--- config.mk ---
export PLATFORM = sky130hd
export DESIGN_NAME = xdisp_scan_ctrl_flat
export DESIGN_NICKNAME = d
export VERILOG_FILES = /design/src/rtl/xdisp_scan_ctrl_if.sv /design/src/rtl/xdisp_scan_ctrl.sv /design/src/flat_wrapper.sv
export SDC_FILE = /design/constraint.sdc
export NUM_CORES = 1
export LEC_CHECK = 0
export BUFFER_PORTS_ARGS = -buffer_cell sky130_fd_sc_hd__buf_2
export CORE_MARGIN = 3
export CORE_UTILIZATION = 35
export CTS_BUF_LIST = sky130_fd_sc_hd__clkbuf_8
export DETAILED_ROUTE_END_ITERATION = 8
export PLACE_DENSITY = 0.67
export REMOVE_ABC_BUFFERS = 1
export SLEW_MARGIN = 20
export SYNTH_ARGS = -nofsm -noshare
export SYNTH_HDL_FRONTEND = slang
export SYNTH_SLANG_ARGS = --single-unit
--- constraint.sdc ---
create_clock -name clk -period 2.1 [get_ports clk]
set_input_delay 0.21 -clock clk [delete_from_list [all_inputs] [get_ports clk]]
set_output_delay 0.21 -clock clk [all_outputs]
set_load 0.005 [all_outputs]
--- src/rtl/xdisp_scan_ctrl_if.sv ---
// CPU data-bus port of the display scan controller: select, write strobe, register index, write/read data.
interface xdisp_scan_ctrl_if #(
   parameter int DATA_W = 32
);
   logic              sel;
   logic              we;
   logic [1:0]        addr;
   logic [DATA_W-1:0] data_in;
   logic [DATA_W-1:0] data_out;

   modport master (output sel, we, addr, data_in, input data_out);
   modport slave  (input sel, we, addr, data_in, output data_out);
endinterface

--- src/rtl/xdisp_scan_ctrl.sv ---
// 4-digit 7-segment scan controller with blank gap per slot and frame-boundary value update; DISP_BRIGHT_EN adds PWM brightness.
// Reads are combinational, writes land on the next clk edge; the bus is never stalled.
module xdisp_scan_ctrl #(
   parameter int DATA_W      = 32,
   parameter int REFRESH_CYC = 50000,
   parameter int GAP_CYC     = 16,
   parameter int CNT_W       = 16
) (
   input  logic                clk,
   input  logic                rst,
   xdisp_scan_ctrl_if.slave    bus,
   output logic [3:0]          disp_sel,
   output logic [7:0]          disp_value
);
   typedef enum logic [1:0] {ST_OFF, ST_GAP, ST_DRIVE} state_t;

   localparam logic [CNT_W-1:0] GAP_LAST  = CNT_W'(GAP_CYC - 1);
   localparam logic [CNT_W-1:0] SLOT_LAST = CNT_W'(REFRESH_CYC - 1);

   state_t           state, state_nxt;
   logic [CNT_W-1:0] cnt, cnt_nxt;
   logic [1:0]       digit, digit_nxt;
   logic [15:0]      pending, shadow;
   logic             pending_valid;
   logic             ctrl_en;
   logic [3:0]       dp_mask, blank_mask;
   logic             wr_value, wr_ctrl, en_nxt, slot_end, frame_wrap;
   logic [3:0]       nib;
   logic [6:0]       seg;
   logic             drive_on;
   logic [3:0]       bright_rd;

   assign wr_value   = bus.sel && bus.we && (bus.addr == 2'd0);
   assign wr_ctrl    = bus.sel && bus.we && (bus.addr == 2'd1);
   // Scanning follows the enable value that will hold after this edge.
   assign en_nxt     = wr_ctrl ? bus.data_in[0] : ctrl_en;
   assign frame_wrap = slot_end && (digit == 2'd3);
   assign nib        = shadow[{digit, 2'b00} +: 4];

`ifdef DISP_BRIGHT_EN
   logic       wr_bright;
   logic [3:0] bright, pwm;
   assign wr_bright = bus.sel && bus.we && (bus.addr == 2'd3);
   always_ff @(posedge clk or negedge rst) begin
      if (!rst) begin
         bright <= 4'hF;
         pwm    <= 4'h0;
      end else begin
         pwm <= pwm + 4'd1;
         if (wr_bright) bright <= bus.data_in[3:0];
      end
   end
   assign drive_on  = (pwm <= bright);
   assign bright_rd = bright;
`else
   assign drive_on  = 1'b1;
   assign bright_rd = 4'h0;
`endif

   always_comb begin
      seg = 7'h7F;
      case (nib)
         4'h0: seg = 7'h40;  4'h1: seg = 7'h79;  4'h2: seg = 7'h24;  4'h3: seg = 7'h30;
         4'h4: seg = 7'h19;  4'h5: seg = 7'h12;  4'h6: seg = 7'h02;  4'h7: seg = 7'h78;
         4'h8: seg = 7'h00;  4'h9: seg = 7'h10;  4'hA: seg = 7'h08;  4'hB: seg = 7'h03;
         4'hC: seg = 7'h46;  4'hD: seg = 7'h21;  4'hE: seg = 7'h06;  default: seg = 7'h0E;
      endcase
   end

   always_ff @(posedge clk or negedge rst) begin
      if (!rst) begin
         state <= ST_OFF;
         cnt   <= '0;
         digit <= 2'd0;
      end else begin
         state <= state_nxt;
         cnt   <= cnt_nxt;
         digit <= digit_nxt;
      end
   end

   always_comb begin
      state_nxt  = state;
      cnt_nxt    = cnt;
      digit_nxt  = digit;
      slot_end   = 1'b0;
      disp_sel   = 4'hF;
      disp_value = 8'hFF;
      unique case (state)
         ST_OFF: begin
            if (en_nxt) state_nxt = ST_GAP;
         end
         ST_GAP: begin
            cnt_nxt = cnt + 1'b1;
            if (cnt == GAP_LAST) state_nxt = ST_DRIVE;
         end
         ST_DRIVE: begin
            disp_value = {~dp_mask[digit], seg};
            if (!blank_mask[digit] && drive_on) disp_sel = ~(4'b0001 << digit);
            if (cnt == SLOT_LAST) begin
               slot_end  = 1'b1;
               cnt_nxt   = '0;
               digit_nxt = digit + 2'd1;
               state_nxt = ST_GAP;
            end else begin
               cnt_nxt = cnt + 1'b1;
            end
         end
         default: state_nxt = ST_OFF;
      endcase
      if (!en_nxt) begin
         state_nxt = ST_OFF;
         cnt_nxt   = '0;
         digit_nxt = 2'd0;
      end
   end

   always_ff @(posedge clk or negedge rst) begin
      if (!rst) begin
         pending       <= 16'h0;
         shadow        <= 16'h0;
         pending_valid <= 1'b0;
         ctrl_en       <= 1'b0;
         dp_mask       <= 4'h0;
         blank_mask    <= 4'h0;
      end else begin
         if (wr_ctrl) begin
            ctrl_en    <= bus.data_in[0];
            dp_mask    <= bus.data_in[7:4];
            blank_mask <= bus.data_in[11:8];
         end
         if (state == ST_OFF) begin
            // Nothing is being scanned, so the value can go straight to the display copy.
            shadow        <= wr_value ? bus.data_in[15:0] : pending;
            pending_valid <= 1'b0;
            if (wr_value) pending <= bus.data_in[15:0];
         end else begin
            if (frame_wrap && pending_valid) begin
               shadow        <= pending;
               pending_valid <= 1'b0;
            end
            if (wr_value) begin
               pending       <= bus.data_in[15:0];
               pending_valid <= 1'b1;
            end
         end
      end
   end

   always_comb begin
      bus.data_out = '0;
      if (bus.sel && !bus.we) begin
         case (bus.addr)
            2'd0:    bus.data_out = DATA_W'(pending);
            2'd1:    bus.data_out = DATA_W'({blank_mask, dp_mask, 3'b000, ctrl_en});
            2'd2:    bus.data_out = DATA_W'({ctrl_en, digit, pending_valid});
            default: bus.data_out = DATA_W'(bright_rd);
         endcase
      end
   end
endmodule

--- src/flat_wrapper.sv ---
// flat-port wrapper written by rule: the top's interface ports become plain ports
module xdisp_scan_ctrl_flat 
#(
   parameter int DATA_W      = 32,
   parameter int REFRESH_CYC = 50000,
   parameter int GAP_CYC     = 16,
   parameter int CNT_W       = 16
)
  (clk, rst, disp_sel, disp_value, bus_sel, bus_we, bus_addr, bus_data_in, bus_data_out);
  xdisp_scan_ctrl_if #(.DATA_W(DATA_W)) bus_i ();
  input  logic clk;
  input  logic rst;
  output logic [3:0] disp_sel;
  output logic [7:0] disp_value;
  input wire logic [$bits(bus_i.sel)-1:0] bus_sel;
  input wire logic [$bits(bus_i.we)-1:0] bus_we;
  input wire logic [$bits(bus_i.addr)-1:0] bus_addr;
  input wire logic [$bits(bus_i.data_in)-1:0] bus_data_in;
  output wire logic [$bits(bus_i.data_out)-1:0] bus_data_out;
  assign bus_i.sel = bus_sel;
  assign bus_i.we = bus_we;
  assign bus_i.addr = bus_addr;
  assign bus_i.data_in = bus_data_in;
  assign bus_data_out = bus_i.data_out;
  xdisp_scan_ctrl #(.DATA_W(DATA_W), .REFRESH_CYC(REFRESH_CYC), .GAP_CYC(GAP_CYC), .CNT_W(CNT_W)) u_core (.clk(clk), .rst(rst), .bus(bus_i), .disp_sel(disp_sel), .disp_value(disp_value));
endmodule
==> results of run 1 <==
-- synthesized netlist by cell type, types with 7 or more instances --
| master | number |
|---|---|
| ha_1 | 15 |
| buf_2 | 7 |
| mux2i_1 | 17 |
| dfrtp_1 | 62 |
| nand2_1 | 49 |
| o211ai_1 | 21 |
| nand3_1 | 23 |
| nand4_1 | 21 |
| nor2_1 | 24 |
| buf_4 | 18 |
| clkbuf_1 | 12 |
| a21oi_1 | 7 |
| mux2_2 | 27 |
| inv_1 | 10 |
-- cells by family after synthesis --
family	count (synthesis)	share of synthesized area, %
adders and majority gates	15	4.82
muxes	50	15.6
xor gates and xnor gates	5	1.12
DFF	62	39.8
other	1	0.0963
buffers and inverters	52	7.36
AOI/OAI and AO/OA	49	9.13
and+or+nand+nor	159	22.0
-- critical path: cells and delay by family (launching register included) --
kind / cells / cell delay, ps
AOI/OAI and AO/OA: 2 / 240
buffers and inverters: 3 / 480
DFF: 1 / 440
muxes: 1 / 630
and+or+nand+nor: 1 / 80
-- cell type report --
type / instances / area [um2]
clock buffers: 9 / 124
clock inverters: 7 / 51.3
fillers: 1024 / 5920
inverters: 11 / 43.8
multi-input cells: 294 / 2200
flip-flops and latches: 62 / 1550
well taps: 136 / 170
repair buffers: 79 / 497
-- per-layer routing --
layer	share of wire, %	GRT usage [%]
met5	0	0
met4	1.4	6.49
met3	5.3	2.17
met2	47	25.8
met1	46	21.2
-- power by group through the flow --
stage          Combinational, uW  Sequential [uW]  Clock (uW)
4_1_cts                     1750             1690         946
3_5_place_dp                1620             1710           0
5_1_grt                     1980             1730         999
6_report                    1780             1690         923
2_1_floorplan               1050             1630           0
3_3_place_gp                1550             1700           0
-- sequential cells by signal, summed over array words and instances, names as in the netlist --
register	cells
u_core.blank_mask	4
u_core.cnt	16
u_core.ctrl_en	1
u_core.digit	2
u_core.dp_mask	4
u_core.pending	16
u_core.pending_valid	1
u_core.shadow	16
u_core.state	2
-- stage by stage --
step | worst slack (ps) | cells | setup TNS (ps)
final | -325 | 598 | -2020
after global routing | -448 | 598 | -2950
after CTS | -312 | 598 | -2080
after detailed placement | -49.5 | 579 | -102
after global placement | 13.6 | 579 | 0
after floorplan | -521 | 367 | -14890
-- path summary, 6_finish.rpt --
path | to | slack (ps) | cells after the start
max in group asynchronous | u_core.digit[0] | 1010 | 3
min in group asynchronous | u_core.pending[11] | 460 | 2
worst min register to register | u_core.shadow[7] | 540 | 2
worst max-delay path | disp_value[0] | -330 | 7
worst max register to register | u_core.shadow[9] | 190 | 6
worst min-delay path | u_core.blank_mask[3] | 120 | 2
-- timing repair --
item	CTS	global route
endpoints found under the hold margin	26	0
hold buffers	1	0
pin swaps	2	1
setup buffers	1	0
setup endpoints to repair	11	11
gates cloned	1	0
resized for setup	15	4
==> run_summary.xml, run 1 <==
<?xml version="1.0" encoding="UTF-8"?>
<metrics>
  <group name="setup_path">
    <metric name="timing.critical_path.cells" unit="">buf_4, mux4_2, buf_6, nor2_1, a21oi_1, o211ai_1, buf_2</metric>
    <metric name="crit-reg2reg-launch" unit="">u_core.cnt[0]</metric>
    <metric name="crit_type" unit="">flop to primary output</metric>
    <metric name="cp_max_fo" unit="">8</metric>
    <metric name="startpoint" unit="">u_core.digit[0]</metric>
    <metric name="critPathSlowestCell" unit="">mux4_2</metric>
    <metric name="cp_max_stage_delay" unit="ps">630</metric>
    <metric name="critical_path_required" unit="ps">1890</metric>
    <metric name="timing.critical_path.from_type" unit="">flop</metric>
    <metric name="worst_setup_path_end_kind" unit="">primary output</metric>
    <metric name="cp.arrival" unit="ps">2220</metric>
  </group>
  <group name="floorplanning">
    <metric name="design.die.area" unit="um2">12400</metric>
    <metric name="std_cell_rows" unit="">37</metric>
    <metric name="floorplan.core_area" unit="um2">10600</metric>
    <metric name="die_w" unit="um">111</metric>
    <metric name="num_io_pins" unit="">82</metric>
    <metric name="start_util" unit="%">36.9</metric>
    <metric name="fp.dieH" unit="um">111</metric>
  </group>
  <group name="yosys">
    <metric name="synth.largest_area_cell" unit="">dfrtp_1</metric>
    <metric name="number_of_flops_mapped_to_enable_cells_by_yosys" unit="">0</metric>
    <metric name="asyncSetResetFlopFracSynth" unit="%">100</metric>
    <metric name="synth.yosys.seq_area_share" unit="%">39.8</metric>
    <metric name="netlist_instances" unit="">393</metric>
    <metric name="ys_ff_latch" unit="">62</metric>
    <metric name="yosys-top-cells-area" unit="">dfrtp_1 40%, mux2_2 7.8%, ha_1 4.8%</metric>
    <metric name="synth_top_area_share" unit="%">39.8</metric>
    <metric name="synth_warnings" unit="">0</metric>
    <metric name="post_synth_instance_area" unit="um2">3890</metric>
    <metric name="synth_area_per_cell" unit="um2">9.91</metric>
    <metric name="yosys.cell_types.count" unit="">55</metric>
    <metric name="synth-main-ff-cell" unit="">dfrtp_1</metric>
  </group>
  <group name="global_routing">
    <metric name="grt_overflow_total" unit="">0</metric>
    <metric name="initial_antenna_violation_count" unit="">0</metric>
    <metric name="grt_max_degree" unit="">37</metric>
    <metric name="global_route.usage.total" unit="%">15.8</metric>
    <metric name="vias_in_the_first_global_route" unit="">3193</metric>
    <metric name="global_route_wire_length_before_repair" unit="mm">16.0</metric>
  </group>
  <group name="power">
    <metric name="clock_power_share" unit="%">21.0</metric>
    <metric name="power-per-cell-area" unit="nW/um2">948</metric>
    <metric name="power_switching" unit="uW">1680</metric>
    <metric name="max-vdd-ir-drop" unit="mV">0.427</metric>
    <metric name="p_seq_share" unit="%">38.5</metric>
    <metric name="report.power.total" unit="uW">4390</metric>
    <metric name="p_int" unit="uW">2710</metric>
    <metric name="power.share.switching" unit="%">38.3</metric>
    <metric name="power.combinational.fraction" unit="%">40.5</metric>
    <metric name="leakagePower" unit="uW">0.00202</metric>
  </group>
  <group name="job">
    <metric name="max_cap_viol_count" unit="">0</metric>
  </group>
  <group name="routing">
    <metric name="vias" unit="">3204</metric>
    <metric name="drt_first_pass_iters" unit="">4</metric>
    <metric name="wirelength" unit="mm">9.58</metric>
    <metric name="route.detailed.vias_per_inst" unit="">5.36</metric>
    <metric name="ant_nets" unit="">0</metric>
    <metric name="drc" unit="">0</metric>
    <metric name="dr.first_iter.drc_count" unit="">244</metric>
    <metric name="routed_wire_length_per_instance" unit="um">16.0</metric>
  </group>
  <group name="clock_network">
    <metric name="clk_pin_slew_worst_paths" unit="ps">80</metric>
    <metric name="tritoncts" unit="">done</metric>
    <metric name="clkSinkCount" unit="">62</metric>
    <metric name="total_cts_buffers" unit="">9</metric>
    <metric name="clock_root_buffer_master" unit="">clkbuf_8</metric>
    <metric name="cts_max_path_buffers" unit="">2</metric>
    <metric name="clk-insertion-delay-late" unit="ps">340</metric>
    <metric name="cts_max_level" unit="">3</metric>
  </group>
  <group name="cells_and_area">
    <metric name="area_delta_synth_final" unit="%">19.1</metric>
    <metric name="layout-drive-gt1-share" unit="%">32.9</metric>
    <metric name="finalInstanceArea" unit="um2">4640</metric>
    <metric name="commonest_non_fill_non_tap_cells_in_the_layout" unit="">61 x dfrtp_1, 49 x buf_2, 48 x nand2_1</metric>
    <metric name="most_common_cell_after_layout_fill_and_taps_aside" unit="">dfrtp_1</metric>
    <metric name="antennaDiodeCount" unit="">0</metric>
    <metric name="final_util" unit="%">43.9</metric>
    <metric name="nNetsFinal" unit="">510</metric>
  </group>
  <group name="run_status">
    <metric name="violations" unit="">negative setup slack</metric>
    <metric name="status" unit="">finished with violations</metric>
  </group>
  <group name="timing">
    <metric name="worst-slew-pin-transition" unit="ps">660</metric>
    <metric name="postLayoutSetupSlackWorst" unit="ps">-325</metric>
    <metric name="max_slew_margin" unit="%">56.0</metric>
    <metric name="post-route-min-period" unit="ps">2430</metric>
    <metric name="timing.final.crit_share" unit="%">115</metric>
    <metric name="max_clock_freq" unit="MHz">412</metric>
    <metric name="setup_violations" unit="">9</metric>
    <metric name="hold_ws" unit="ps">116</metric>
    <metric name="slew_violations" unit="">0</metric>
    <metric name="setup_repair_after_global_routing_missed_its_margin" unit="">yes</metric>
    <metric name="skew" unit="ps">10.3</metric>
    <metric name="timing.final.hold_violations" unit="">0</metric>
  </group>
  <group name="hold_path">
    <metric name="hold_path_class" unit="">input port to flop</metric>
    <metric name="hp-start" unit="">bus_data_in[11]</metric>
  </group>
  <group name="placed_design">
    <metric name="place.gp.congestion" unit="">0.867</metric>
    <metric name="port-buffer-count" unit="">49</metric>
    <metric name="detailed_place_hpwl" unit="mm">7.08</metric>
    <metric name="placement.cell_area" unit="um2">4350</metric>
  </group>
</metrics>
No activity file was read; power rests on OpenSTA's default activity.
==> inputs of run 2 (changes only) <==
CORE_MARGIN = 2   (was 3)
==> run 2 against run 1 <==
  * The flow still finishes with violations (negative setup slack)
  * Highest routed layer unchanged
  * Clock power rose by 31%
  * Largest power group unchanged
  * Final cell count grew 1.2%
  * Fmax fell by 0.37%
  * Critical path type unchanged
  * Critical path depth stayed put
  * Design area rose by 2.6%
==> run_summary.xml, run 2 (synthesized netlist as in run 1, its figures left out) <==
<?xml version="1.0" encoding="UTF-8"?>
<metrics>
  <group name="run_status">
    <metric name="status" unit="">finished with violations</metric>
    <metric name="violations" unit="">negative setup slack</metric>
  </group>
  <group name="timing">
    <metric name="timing.final.crit_share" unit="%">116</metric>
    <metric name="timing.final.hold_violations" unit="">0</metric>
    <metric name="setup_violations" unit="">11</metric>
    <metric name="worst-slew-pin-transition" unit="ps">637</metric>
    <metric name="max_clock_freq" unit="MHz">411</metric>
    <metric name="slew_violations" unit="">0</metric>
    <metric name="max_slew_margin" unit="%">57.5</metric>
    <metric name="post-route-min-period" unit="ps">2430</metric>
    <metric name="setup_repair_after_global_routing_missed_its_margin" unit="">yes</metric>
    <metric name="skew" unit="ps">15.2</metric>
    <metric name="postLayoutSetupSlackWorst" unit="ps">-334</metric>
  </group>
  <group name="floorplanning">
    <metric name="floorplan.core_area" unit="um2">10800</metric>
    <metric name="num_io_pins" unit="">82</metric>
    <metric name="die_w" unit="um">109</metric>
    <metric name="design.die.area" unit="um2">12000</metric>
    <metric name="fp.dieH" unit="um">109</metric>
    <metric name="std_cell_rows" unit="">38</metric>
    <metric name="start_util" unit="%">35.9</metric>
  </group>
  <group name="power">
    <metric name="report.power.total" unit="uW">4790</metric>
    <metric name="max-vdd-ir-drop" unit="mV">0.532</metric>
    <metric name="leakagePower" unit="uW">0.00208</metric>
    <metric name="power-per-cell-area" unit="nW/um2">1010</metric>
  </group>
  <group name="routing">
    <metric name="route.detailed.vias_per_inst" unit="">5.46</metric>
    <metric name="vias" unit="">3306</metric>
    <metric name="wirelength" unit="mm">10.2</metric>
    <metric name="drt_first_pass_iters" unit="">5</metric>
    <metric name="drc" unit="">0</metric>
    <metric name="ant_nets" unit="">0</metric>
    <metric name="routed_wire_length_per_instance" unit="um">16.9</metric>
    <metric name="dr.first_iter.drc_count" unit="">235</metric>
  </group>
  <group name="cells_and_area">
    <metric name="final_util" unit="%">43.9</metric>
    <metric name="commonest_non_fill_non_tap_cells_in_the_layout" unit="">61 x dfrtp_1, 49 x buf_2, 44 x nand2_1</metric>
    <metric name="layout-drive-gt1-share" unit="%">34.8</metric>
    <metric name="antennaDiodeCount" unit="">0</metric>
    <metric name="finalInstanceArea" unit="um2">4750</metric>
    <metric name="area_delta_synth_final" unit="%">22.1</metric>
    <metric name="nNetsFinal" unit="">513</metric>
    <metric name="most_common_cell_after_layout_fill_and_taps_aside" unit="">dfrtp_1</metric>
    <metric name="layout_top_registers" unit="">u_core.cnt: 16 flops, u_core.pending: 16 flops, u_core.shadow: 16 flops</metric>
  </group>
  <group name="clock_network">
    <metric name="clk-insertion-delay-late" unit="ps">340</metric>
    <metric name="clock_root_buffer_master" unit="">clkbuf_8</metric>
    <metric name="cts_max_level" unit="">3</metric>
    <metric name="cts_max_path_buffers" unit="">2</metric>
    <metric name="clkSinkCount" unit="">62</metric>
    <metric name="clk_pin_slew_worst_paths" unit="ps">80</metric>
    <metric name="tritoncts" unit="">done</metric>
    <metric name="total_cts_buffers" unit="">9</metric>
  </group>
  <group name="placed_design">
    <metric name="detailed_place_hpwl" unit="mm">7.21</metric>
    <metric name="placement.cell_area" unit="um2">4330</metric>
    <metric name="port-buffer-count" unit="">49</metric>
    <metric name="place.gp.congestion" unit="">0.845</metric>
    <metric name="dp_slack" unit="ps">-18.8</metric>
  </group>
  <group name="setup_path">
    <metric name="cp_max_fo" unit="">5</metric>
    <metric name="cp.arrival" unit="ps">2220</metric>
    <metric name="crit_type" unit="">flop to primary output</metric>
    <metric name="timing.critical_path.cells" unit="">mux4_2, inv_2, ha_4, mux2i_1, nor3b_1, a31oi_1, buf_2</metric>
    <metric name="worst_setup_path_end_kind" unit="">primary output</metric>
    <metric name="timing.critical_path.from_type" unit="">flop</metric>
    <metric name="critPathSlowestCell" unit="">mux4_2</metric>
    <metric name="critical_path_required" unit="ps">1890</metric>
    <metric name="cp_max_stage_delay" unit="ps">630</metric>
  </group>
  <group name="hold_path">
    <metric name="hold_path_class" unit="">input port to flop</metric>
  </group>
  <group name="global_routing">
    <metric name="vias_in_the_first_global_route" unit="">3276</metric>
    <metric name="grt_max_degree" unit="">34</metric>
    <metric name="global_route.usage.total" unit="%">17.5</metric>
    <metric name="initial_antenna_violation_count" unit="">0</metric>
    <metric name="global_route_wire_length_before_repair" unit="mm">16.2</metric>
    <metric name="grt_overflow_total" unit="">0</metric>
  </group>
  <group name="job">
    <metric name="max_cap_viol_count" unit="">0</metric>
  </group>
</metrics>
==> run 2: cell count changes in the layout (fill, tap and decap cells not counted), sizes merged <==
cell | before | now
inv | 11 | 15
clkinv | 5 | 0
clkinvlp | 2 | 1
buf | 78 | 81
bufinv | 0 | 2
==> run 2: per-layer routing <==
layer | track usage (%) | share of wire [%]
met1 | 21.3 | 42
met2 | 31.0 | 52
met3 | 3.26 | 4.5
met4 | 5.88 | 1.7
met5 | 0 | 0
==> run 2: worst max-delay path, delay by kind of cell (launching register included) <==
kind,cells,cell delay (ps)
compound gates,1,150
fa+ha+maj,1,200
buf+inv,2,260
flops,1,420
mux,2,770
simple gates,1,70
==> run 2: path summary, 6_finish.rpt <==
kind,startpoint,endpoint,slack (ps),cells after the start
worst min-delay path,bus_data_in[8],u_core.blank_mask[0],110,2
worst max register to register,u_core.cnt[0],u_core.shadow[1],130,6
max in group asynchronous,rst,u_core.shadow[12],1070,3
worst max-delay path,u_core.digit[0],disp_value[3],-330,7
worst min register to register,u_core.dp_mask[1],u_core.dp_mask[1],540,1
min in group asynchronous,rst,u_core.pending[12],440,2
==> run 2: layout make-up <==
| cell class | instances | area (um2) |
|---|---|---|
| clock inverters | 7 | 103 |
| multi-input cells | 294 | 2210 |
| repair buffers | 82 | 543 |
| fillers | 1055 | 6090 |
| flip-flops and latches | 62 | 1550 |
| clock buffers | 9 | 124 |
| well taps | 140 | 175 |
| inverters | 11 | 43.8 |
==> run 2: report_power, final <==
part / internal [uW] / switching [uW] / total, uW
clock network: 685 / 527 / 1210
logic: 849 / 1020 / 1870
registers: 1480 / 219 / 1700
==> run 2: through the flow <==
stage / hold slack, ps / setup TNS [ps] / instances
6_report: 107 / -2020 / 605
5_1_grt: 89.8 / -2970 / 605
4_1_cts: 94.6 / -1880 / 603
3_5_place_dp: 267 / -18.8 / 579
3_3_place_gp: 245 / 0 / 579
2_1_floorplan: -85.6 / -14890 / 367
==> run 2: what timing repair did <==
action / in CTS / in global routing
hold endpoints to repair: 23 / 0
setup buffers: 6 / 3
pin swaps: 5 / 5
hold buffers: 1 / 0
endpoints found under the setup margin: 11 / 29
cloned: 1 / 0
resized for setup: 14 / 18
==> inputs of run 3 (changes only) <==
ABC_AREA = 1   (was unset)
CTS_BUF_LIST = sky130_fd_sc_hd__clkbuf_2   (was sky130_fd_sc_hd__clkbuf_8)
==> run 3 against run 2 <==
  * The run still ends with negative setup slack left
  * Die area up 2.9%
  * Register-to-register slack better by 120 ps
  * Critical path depth up 3
  * Flip-flop and latch count unchanged
  * Combinational power up 94%
  * Synthesized area up 3.1%
  * Setup slack better by 53 ps
  * Non-clock buffer count up 7
  * Clock skew up 2.8 ps
  * Sequential power up 5%
  * Total power up 27%
  * First-iteration DRC count down 11%
  * Critical endpoint is now disp_value[0]
  * Highest routed layer unchanged
==> run_summary.xml, run 3 <==
<?xml version="1.0" encoding="UTF-8"?>
<metrics>
  <group name="run_status">
    <metric name="status" unit="">finished with violations</metric>
    <metric name="violations" unit="">negative setup slack</metric>
  </group>
  <group name="timing">
    <metric name="timing.final.crit_share" unit="%">113</metric>
    <metric name="setup_repair_after_global_routing_missed_its_margin" unit="">yes</metric>
    <metric name="setup_total_negative_slack" unit="ps">-1660</metric>
    <metric name="worst-slew-pin-transition" unit="ps">654</metric>
    <metric name="max_slew_margin" unit="%">56.3</metric>
    <metric name="timing.final.hold_violations" unit="">0</metric>
    <metric name="max_clock_freq" unit="MHz">420</metric>
    <metric name="slew_violations" unit="">0</metric>
    <metric name="skew" unit="ps">18.0</metric>
    <metric name="setup_violations" unit="">7</metric>
    <metric name="post-route-min-period" unit="ps">2380</metric>
    <metric name="postLayoutSetupSlackWorst" unit="ps">-282</metric>
  </group>
  <group name="cells_and_area">
    <metric name="filler_cell_count" unit="">1172</metric>
    <metric name="layout_top_registers" unit="">u_core.cnt: 16 flops, u_core.pending: 16 flops, u_core.shadow: 16 flops</metric>
    <metric name="multi_input_area" unit="um2">2230</metric>
    <metric name="commonest_non_fill_non_tap_cells_in_the_layout" unit="">152 x nand2_1, 60 x dfrtp_1, 54 x nor2_1, 54 x nand3_1, 52 x inv_1</metric>
    <metric name="final-seq-area" unit="um2">1550</metric>
    <metric name="most_common_cell_after_layout_fill_and_taps_aside" unit="">nand2_1</metric>
    <metric name="finalInstanceArea" unit="um2">4920</metric>
    <metric name="layout-drive-gt1-share" unit="%">22.5</metric>
    <metric name="antennaDiodeCount" unit="">0</metric>
    <metric name="nNetsFinal" unit="">692</metric>
    <metric name="area_delta_synth_final" unit="%">22.5</metric>
  </group>
  <group name="floorplanning">
    <metric name="fp.dieH" unit="um">111</metric>
    <metric name="num_io_pins" unit="">82</metric>
    <metric name="std_cell_rows" unit="">39</metric>
    <metric name="start_util" unit="%">35.4</metric>
    <metric name="die_w" unit="um">111</metric>
    <metric name="design.die.area" unit="um2">12300</metric>
    <metric name="floorplan.core_area" unit="um2">11300</metric>
  </group>
  <group name="global_routing">
    <metric name="global_route.usage.total" unit="%">17.9</metric>
    <metric name="global_route.peak_usage_layer" unit="">met2</metric>
    <metric name="global_route_wire_length_before_repair" unit="mm">17.9</metric>
    <metric name="global_route.usage.met2" unit="%">28.9</metric>
    <metric name="groute.layer.met1.usage" unit="%">23.3</metric>
    <metric name="initial_antenna_violation_count" unit="">0</metric>
    <metric name="grt_overflow_total" unit="">0</metric>
    <metric name="globalRouteMet3Util" unit="%">3.99</metric>
    <metric name="grt_max_degree" unit="">50</metric>
    <metric name="vias_in_the_first_global_route" unit="">3790</metric>
  </group>
  <group name="clock_network">
    <metric name="clk-insertion-delay-late" unit="ps">550</metric>
    <metric name="total_cts_buffers" unit="">9</metric>
    <metric name="clk_pin_slew_worst_paths" unit="ps">190</metric>
    <metric name="clock_root_buffer_master" unit="">clkbuf_2</metric>
    <metric name="cts_max_level" unit="">3</metric>
    <metric name="clkSinkCount" unit="">62</metric>
    <metric name="cts_max_path_buffers" unit="">2</metric>
    <metric name="tritoncts" unit="">done</metric>
  </group>
  <group name="routing">
    <metric name="drt_first_pass_iters" unit="">5</metric>
    <metric name="ant_nets" unit="">0</metric>
    <metric name="routed_wire_length_per_instance" unit="um">13.5</metric>
    <metric name="dr.first_iter.drc_count" unit="">210</metric>
    <metric name="route.detailed.vias_per_inst" unit="">4.92</metric>
    <metric name="wirelength" unit="mm">10.6</metric>
    <metric name="vias" unit="">3871</metric>
    <metric name="drc" unit="">0</metric>
  </group>
  <group name="yosys">
    <metric name="synth.top_cells.by_count" unit="">159 x nand2_1, 62 x dfrtp_1, 58 x inv_1</metric>
    <metric name="asyncSetResetFlopFracSynth" unit="%">100</metric>
    <metric name="yosys.cell_types.count" unit="">34</metric>
    <metric name="ys_ff_latch" unit="">62</metric>
    <metric name="number_of_flops_mapped_to_enable_cells_by_yosys" unit="">0</metric>
    <metric name="most_numerous_cell_in_the_yosys_netlist" unit="">nand2_1</metric>
    <metric name="yosys-top-cells-area" unit="">dfrtp_1 39%, nand2_1 15%, nand3_1 7.1%</metric>
    <metric name="synth_top_area_share" unit="%">38.7</metric>
    <metric name="synth.largest_area_cell" unit="">dfrtp_1</metric>
    <metric name="synth_area_per_cell" unit="um2">7.14</metric>
    <metric name="post_synth_instance_area" unit="um2">4010</metric>
    <metric name="synth-main-ff-cell" unit="">dfrtp_1</metric>
    <metric name="synth_warnings" unit="">0</metric>
    <metric name="netlist_instances" unit="">562</metric>
    <metric name="synth.yosys.seq_area_share" unit="%">38.7</metric>
  </group>
  <group name="setup_path">
    <metric name="cp_max_stage_delay" unit="ps">490</metric>
    <metric name="crit_path_frequent_cell" unit="">a21oi_2</metric>
    <metric name="critPathSlowestCell" unit="">dfrtp_2</metric>
    <metric name="worst_setup_path_end_kind" unit="">primary output</metric>
    <metric name="cp.arrival" unit="ps">2170</metric>
    <metric name="crit_family" unit="">flip-flops</metric>
    <metric name="cp_max_fo" unit="">7</metric>
    <metric name="crit_type" unit="">flop to primary output</metric>
    <metric name="cp_num_buf_inv" unit="">3</metric>
    <metric name="timing.critical_path.cells" unit="">buf_6, a21oi_2, nand2_2, nand2_4, ha_4, inv_2, a21oi_2, o21ai_1, nand3_1, buf_2</metric>
    <metric name="critical_path_required" unit="ps">1890</metric>
    <metric name="timing.critical_path.from_type" unit="">flop</metric>
  </group>
  <group name="power">
    <metric name="power-per-cell-area" unit="nW/um2">1230</metric>
    <metric name="max-vdd-ir-drop" unit="mV">0.615</metric>
    <metric name="leakagePower" unit="uW">0.00246</metric>
  </group>
  <group name="placed_design">
    <metric name="place.gp.congestion" unit="">0.910</metric>
    <metric name="placement.cell_area" unit="um2">4390</metric>
    <metric name="detailed_place_hpwl" unit="mm">7.43</metric>
    <metric name="port-buffer-count" unit="">49</metric>
  </group>
  <group name="job">
    <metric name="max_cap_viol_count" unit="">0</metric>
  </group>
  <group name="hold_path">
    <metric name="hold_path_class" unit="">input port to async pin</metric>
  </group>
</metrics>
## run 3: changes by cell type after synthesis, moves of 6 or more
cell      delta
a21oi_1     +27
o21ai_0     +25
o21ai_1      +6
nand2_1    +110
nor2_1      +33
mux2_2      -19
nand3_1     +34
nand4_1     -12
mux2i_1     -16
inv_1       +48
mux4_2       -6
o211ai_1    -19
## run 3: final timing paths
check                      slack, ps             from  cells after the start                  to
min reg2reg                      520    u_core.cnt[0]                      1       u_core.cnt[0]
min                               90              rst                      2       u_core.cnt[3]
max in group asynchronous       1400              rst                      3  u_core.pending[10]
max                             -280  u_core.digit[0]                     10       disp_value[0]
max reg2reg                      250  u_core.state[1]                      8       u_core.cnt[2]
min in group clk                 330      bus_addr[1]                      6      u_core.ctrl_en
## run 3: where the power goes
group / internal [uW] / switching, uW
registers: 1530 / 252
logic: 1390 / 2230
clock network: 157 / 497
total: 3080 / 2980
## run 3: final cells by class
type,count,area share [%]
inverter,61,4.86
clock buffer,9,0.916
clock inverter,7,1.04
tap,143,3.64
sequential,62,31.6
timing repair buffer,89,12.6
multi-input combinational,416,45.3
## run 3: repair_timing
action | 4_1_cts | 5_1_grt
setup buffers | 5 | 3
hold buffers | 17 | 0
pin swaps | 10 | 11
setup endpoints to repair | 11 | 14
hold endpoints to repair | 86 | 0
gates resized for setup | 44 | 16
## run 3: kinds of logic (layout without fill, tap and decap cells)
family	Yosys count	count (layout)	synth area share, %
AO/OA/AOI/OAI	74	74	9.51
XOR/XNOR	1	1	0.218
adder cells (fa/ha/maj)	15	15	4.68
buffers and inverters	99	166	11.5
flip-flops	62	62	38.7
multiplexers	9	9	2.49
other	1	16	0.0935
AND/OR/NAND/NOR	301	301	32.9
## run 3: routing by layer
layer  share of wire, %  up-vias
met1                 46     1799
met5                  0        -
met2                 47      114
li1                   -     1937
met3                5.1       21
met4                2.2        0
## run 3: through the flow
stage,cells,hold slack [ps],total power (uW),utilization [%],setup slack (ps)
floorplan,539,-85.6,3640,-,-23.1
global placement,746,154,4480,38.7,224
detailed placement,746,159,4590,38.7,98.6
CTS,784,90.4,5720,42.6,-284
global route,787,118,6600,43.4,-406
finish,787,91.9,6060,43.4,-282
